$ cat src/rtl/clock_pkg.sv
// Shared limits and helpers for the 24-hour BCD clock blocks.
// The legality check is reused by the alarm-register block.
package clock_pkg;

  localparam int unsigned DIGIT_W = 4;

  localparam logic [DIGIT_W-1:0] MAX_MS_HR      = 4'd2;
  localparam logic [DIGIT_W-1:0] MAX_LS_HR_AT_2 = 4'd3;
  localparam logic [DIGIT_W-1:0] MAX_MS_MIN     = 4'd5;
  localparam logic [DIGIT_W-1:0] MAX_DIGIT      = 4'd9;

  typedef logic [DIGIT_W-1:0] digit_t;

  typedef struct packed {
    digit_t ms_hr;
    digit_t ls_hr;
    digit_t ms_min;
    digit_t ls_min;
  } bcd_time_t;

  // True when the four digits form a valid HH:MM in 24-hour time.
  function automatic logic is_legal_time(bcd_time_t t);
    logic hr_ok;
    logic min_ok;
    if (t.ms_hr == MAX_MS_HR) begin
      hr_ok = (t.ls_hr <= MAX_LS_HR_AT_2);
    end else begin
      hr_ok = (t.ms_hr < MAX_MS_HR) && (t.ls_hr <= MAX_DIGIT);
    end
    min_ok = (t.ms_min <= MAX_MS_MIN) && (t.ls_min <= MAX_DIGIT);
    return hr_ok && min_ok;
  endfunction

  // True for hour 23, the only hour whose carry wraps both hour digits.
  function automatic logic is_last_hour(bcd_time_t t);
    return (t.ms_hr == MAX_MS_HR) && (t.ls_hr == MAX_LS_HR_AT_2);
  endfunction

endpackage

$ cat src/rtl/bcd_digit.sv
// One BCD digit: mod-(max_val+1) counter with load, clear and enable, plus carry-out.
// Priority is load, then clear, then count.
module bcd_digit
  import clock_pkg::*;
(
  input  logic               clock,
  input  logic               reset,
  input  logic               en,
  input  logic               clr,
  input  logic               load,
  input  logic [DIGIT_W-1:0] load_val,
  input  logic [DIGIT_W-1:0] max_val,
  output logic [DIGIT_W-1:0] count,
  output logic               carry_out
);

  logic [DIGIT_W-1:0] count_d;
  logic [DIGIT_W-1:0] count_q;
  logic               at_max;

  assign at_max = (count_q >= max_val);

  always_comb begin
    count_d = count_q;
    if (load) begin
      count_d = load_val;
    end else if (clr) begin
      count_d = '0;
    end else if (en) begin
      count_d = at_max ? '0 : count_q + 4'd1;
    end
  end

  always_ff @(posedge clock or posedge reset) begin
    if (reset) begin
      count_q <= '0;
    end else begin
      count_q <= count_d;
    end
  end

  assign count     = count_q;
  assign carry_out = en && at_max;

endmodule

$ cat src/rtl/time_counter.sv
// 24-hour HH:MM BCD time-of-day counter with validated load and day-wrap pulse.
// Load beats the minute tick; an illegal load keeps the time and flags load_error.
module time_counter
  import clock_pkg::*;
(
  input  logic               clock,
  input  logic               reset,
  input  logic               one_minute,
  input  logic               load_new_c,
  input  logic [DIGIT_W-1:0] new_current_time_ms_hr,
  input  logic [DIGIT_W-1:0] new_current_time_ls_hr,
  input  logic [DIGIT_W-1:0] new_current_time_ms_min,
  input  logic [DIGIT_W-1:0] new_current_time_ls_min,
  output logic [DIGIT_W-1:0] current_time_ms_hr,
  output logic [DIGIT_W-1:0] current_time_ls_hr,
  output logic [DIGIT_W-1:0] current_time_ms_min,
  output logic [DIGIT_W-1:0] current_time_ls_min,
  output logic               day_wrap,
  output logic               load_error
);

  bcd_time_t new_time;
  bcd_time_t cur_time;
  logic      load_legal;
  logic      do_load;
  logic      tick;
  logic      ls_min_carry;
  logic      ms_min_carry;
  logic      ls_hr_carry;
  logic      ms_hr_carry;
  logic      hour_wrap;
  logic      day_wrap_d;
  logic      day_wrap_q;
  logic      load_error_d;
  logic      load_error_q;

  assign new_time = '{ms_hr:  new_current_time_ms_hr,
                      ls_hr:  new_current_time_ls_hr,
                      ms_min: new_current_time_ms_min,
                      ls_min: new_current_time_ls_min};

  assign load_legal = is_legal_time(new_time);
  assign do_load    = load_new_c && load_legal;
  assign tick       = one_minute && !load_new_c;

  // 23 -> 00 is not a natural BCD carry, so both hour digits are cleared here.
  assign hour_wrap  = ms_min_carry && is_last_hour(cur_time);

  bcd_digit u_ls_min (
    .clock     (clock),
    .reset     (reset),
    .en        (tick),
    .clr       (1'b0),
    .load      (do_load),
    .load_val  (new_time.ls_min),
    .max_val   (MAX_DIGIT),
    .count     (cur_time.ls_min),
    .carry_out (ls_min_carry)
  );

  bcd_digit u_ms_min (
    .clock     (clock),
    .reset     (reset),
    .en        (ls_min_carry),
    .clr       (1'b0),
    .load      (do_load),
    .load_val  (new_time.ms_min),
    .max_val   (MAX_MS_MIN),
    .count     (cur_time.ms_min),
    .carry_out (ms_min_carry)
  );

  bcd_digit u_ls_hr (
    .clock     (clock),
    .reset     (reset),
    .en        (ms_min_carry),
    .clr       (hour_wrap),
    .load      (do_load),
    .load_val  (new_time.ls_hr),
    .max_val   (MAX_DIGIT),
    .count     (cur_time.ls_hr),
    .carry_out (ls_hr_carry)
  );

  bcd_digit u_ms_hr (
    .clock     (clock),
    .reset     (reset),
    .en        (ls_hr_carry),
    .clr       (hour_wrap),
    .load      (do_load),
    .load_val  (new_time.ms_hr),
    .max_val   (MAX_MS_HR),
    .count     (cur_time.ms_hr),
    .carry_out (ms_hr_carry)
  );

  always_comb begin
    day_wrap_d   = hour_wrap;
    load_error_d = load_new_c && !load_legal;
  end

  always_ff @(posedge clock or posedge reset) begin
    if (reset) begin
      day_wrap_q   <= 1'b0;
      load_error_q <= 1'b0;
    end else begin
      day_wrap_q   <= day_wrap_d;
      load_error_q <= load_error_d;
    end
  end

  assign current_time_ms_hr  = cur_time.ms_hr;
  assign current_time_ls_hr  = cur_time.ls_hr;
  assign current_time_ms_min = cur_time.ms_min;
  assign current_time_ls_min = cur_time.ls_min;
  assign day_wrap            = day_wrap_q;
  assign load_error          = load_error_q;

  // The hour-tens carry never fires on a legal time; it is left unconnected by design.
  logic unused_ms_hr_carry;
  assign unused_ms_hr_carry = ms_hr_carry;

endmodule

$ cat config.mk
export PLATFORM = sky130hd
export DESIGN_NAME = time_counter
export DESIGN_NICKNAME = d
export VERILOG_FILES = /design/src/rtl/clock_pkg.sv /design/src/rtl/bcd_digit.sv /design/src/rtl/time_counter.sv
export SDC_FILE = /design/constraint.sdc
export NUM_CORES = 1
export LEC_CHECK = 0
export ABC_CLOCK_PERIOD_IN_PS = 4000
export CORE_MARGIN = 4
export CORE_UTILIZATION = 45
export DETAILED_ROUTE_END_ITERATION = 8
export GPL_ROUTABILITY_DRIVEN = 0
export HOLD_SLACK_MARGIN = 0.1
export PLACE_DENSITY_LB_ADDON = 0.08
export SYNTH_ARGS = -nofsm -noshare
export SYNTH_HDL_FRONTEND = slang
export SYNTH_SLANG_ARGS = --single-unit
export TNS_END_PERCENT = 1
$ cat constraint.sdc
create_clock -name clock -period 4 [get_ports clock]
set_clock_uncertainty 0.05 [all_clocks]
set_input_delay 0.8 -clock clock [delete_from_list [all_inputs] [get_ports clock]]
set_output_delay 0.8 -clock clock [all_outputs]
set_load 0.03 [all_outputs]
==> results.txt <==
Synth Area in Compound Gates: 0.193
routed length per instance: 14.9 um
Syn Area/Cell: 9.46 um^2
Overflow after GRT: 0
largest family of logic cells by synthesized area: simple AND/OR/NAND/NOR gates
area delta synth->final: 35.5%
FMAX: 402 MHz
critical path capture point type: register
DRT Wirelength: 2960 um
Tot Pwr: 974 uW
worst path required time: 4150 ps
layout cells sized above 1: 0.0833
R2R Setup Slk: 2000 ps
DR DRC count: 0
number of diodes: 0
CP Data Arrival Time: 2640 ps
Final nets: 200
NetSw: 443 uW
switching part of the total: 0.454
library cells used by synthesis: 40
relative slew slack: 0.510
Hold/Removal Path Class: reg2reg
Max FO, Critical Path: 13
static leakage: 0.705 nW
max_cap viols: 0
die area: 3610 um^2
Min-Delay Startpoint: u_ms_hr.count[3]$_DFFE_PP0P_
worst hold stages: 1
GR peak layer: met2
Syn Std Cell Area: 1220 um^2
via count: 1111
vias in the first global route: 1108
post_cts resized: 0
Sequential Power Share: 0.334
Period minus WS final: 2490 ps
Final period util: 0.623
Ports: 38
Inserted Clock Buffers: 3
Hold Path Sink: u_ms_hr.count[3]$_DFFE_PP0P_
root buffer cell: clkbuf_4
status: finished clean
final hold violation count: 0
EDFF count, synth: 0
GRT met3 Usage: 0.0518
maximum clock path buffer count: 2
RSZ-0062 raised after global routing: no
Worst VDD drop: 381 uV
Post-Syn Nets: 160
Tot GR Track Use: 0.179
H-tree levels: 1
reg-to-reg critical path endpoint: u_ms_hr.count[1]$_DFFE_PP0P_
CTS tree: done
DP Area: 1620 um^2
Die H: 60.1 um
top_reg_cell synth: dfrtp_1
clock power share: 0.119
Core Area: 2520 um^2
final setup vio count: 0
P_int: 532 uW
Die Width: 60.1 um
area share of fa/ha/maj cells after synthesis: 0.113
cells on worst reg2reg path: 7
post-route cell area: 1650 um^2
Critical Path Start: new_current_time_ls_hr[2]
Post-DRT Antenna Nets: 0
yosys warns: 0
FP Rows: 18
combinational share of power: 0.547
router iterations before antenna repair: 4
worst-margin pin slew: 735 ps
initial antenna violation count: 0
port bufs: 37
pre-CTS worst setup slack: 1220 ps
global-route wire length before repair: 4850 um
first-iteration detailed-routing DRC count: 25
CP startpoint kind: input port
hpwl dp: 2270 um
Post-CTS Setup Bufs: 0
PD cells: 590 nW/um^2
Seq/Total Area, Yosys: 0.369
Clk Latency, worst-skew pair: 290 ps
largest net degree at the start of global routing: 19
synthesis-stage register bit count: 18
xor-xnor portion of the synthesized cell area: 0
Clock Sinks: 18
mux cell area share after synthesis: 0.0246
GR Util met2: 0.326
# hold bufs at CTS: 0
Synth Area in Simple Gates: 0.261
clk slew on worst S/H paths: 110 ps
crit path kind: in2reg
launch point of the worst reg-to-reg path: u_ls_min.count[0]$_DFFE_PP0P_
starting density of the core: 0.484
grt met1 use: 0.195
Vias/cell: 5.61
final setup TNS: 0 ps
Slew Limit Fails: 0
Async S/R FF share, synth: 1.00
count of mapped cells out of synthesis: 129
final worst slack: 1510 ps
hold slack: 524 ps
## critical path, stage by stage
cell and delay, ps:
clkdlybuf4s50_1 460, o21a_1 190, o22ai_1 190, and4_1 560
a21oi_1 120, a221o_1 310
## cell usage in the layout, fill, tap and decap left out, drive strengths merged
cell / synthesis / layout
a21o: 1 / 1
inv: 10 / 10
mux2i: 3 / 3
nand2b: 3 / 3
a221oi: 1 / 1
a22oi: 1 / 1
nor3b: 2 / 2
o31ai: 1 / 1
nor4b: 1 / 1
o22ai: 1 / 1
a31oi: 1 / 1
a221o: 3 / 3
nand2: 6 / 6
a41oi: 2 / 2
clkdlybuf4s50: 0 / 37
a21oi: 12 / 12
clkbuf: 1 / 4
and2b: 1 / 1
nor3: 7 / 7
and4: 1 / 1
o32ai: 1 / 1
nand4: 1 / 1
nor2b: 2 / 2
ha: 11 / 11
o21a: 2 / 2
nor4: 1 / 1
nor2: 18 / 18
or3b: 2 / 2
a32oi: 1 / 1
dfrtp: 18 / 18
o211ai: 1 / 1
o21ai: 5 / 5
and3: 2 / 2
nand3: 5 / 5
## power by group through the flow
stage | sequential, mW | combinational, mW | clock [mW]
floorplan | 0.421 | 0.238 | 0
global placement | 0.323 | 0.523 | 0
detailed placement | 0.327 | 0.536 | 0
CTS | 0.325 | 0.541 | 0.120
global route | 0.339 | 0.583 | 0.125
finish | 0.326 | 0.533 | 0.116
## sequential cells by signal (all words and copies together), names as in the netlist
name            count
load_error          1
u_ms_min.count      4
u_ls_hr.count       4
u_ms_hr.count       4
day_wrap            1
u_ls_min.count      4
## cell usage after synthesis, types with 2 or more instances
cell type	n	area share
a21oi_1	12	0.049
a221o_1	3	0.025
a41oi_1	2	0.014
dfrtp_1	18	0.37
ha_1	11	0.11
inv_1	10	0.031
mux2i_1	3	0.025
nand2_1	6	0.018
nand2b_1	3	0.015
nand3_1	3	0.012
nor2_1	18	0.055
nor3_1	6	0.025
nor3b_1	2	0.012
o21a_1	2	0.012
o21ai_0	3	0.012
o21ai_1	2	0.0082
or3b_4	2	0.018
## metal layers
layer  wire length (um)  vias to the layer above
met5                  0                        -
met4                 50                        0
met3                138                        6
met2               1580                       27
met1               1190                      529
li1                   -                      549
## final cells by class
type	count	area (um^2)
inverter	10	37.5
tap	30	37.5
clock buffer	4	36.3
timing repair buffer	37	370
multi-input combinational	99	721
sequential	18	450
fill	231	870
## how the worst max path moves through the flow
stage                                     to  cells after the start
6_report        u_ls_hr.count[1]$_DFFE_PP0P_                      6
5_1_grt        u_ls_min.count[2]$_DFFE_PP0P_                      6
4_1_cts         u_ls_hr.count[1]$_DFFE_PP0P_                      6
3_5_place_dp    u_ls_hr.count[1]$_DFFE_PP0P_                      6
3_3_place_gp    u_ls_hr.count[0]$_DFFE_PP0P_                      6
2_1_floorplan   u_ms_hr.count[1]$_DFFE_PP0P_                      7
## cell families (layout without fill, tap and decap cells)
group,after synthesis,after routing
AO/OA/AOI/OAI,33,33
multiplexers,3,3
adder cells (fa/ha/maj),11,11
buffers and inverters,12,51
AND/OR/NAND/NOR,52,52
flip-flops,18,18
## per-stage QoR
stage | utilization | cells
finish | 0.655 | 198
global route | 0.655 | 198
CTS | 0.655 | 198
detailed placement | 0.641 | 194
global placement | 0.641 | 194
floorplan | - | 129
Power figures use the tool's default switching activity.
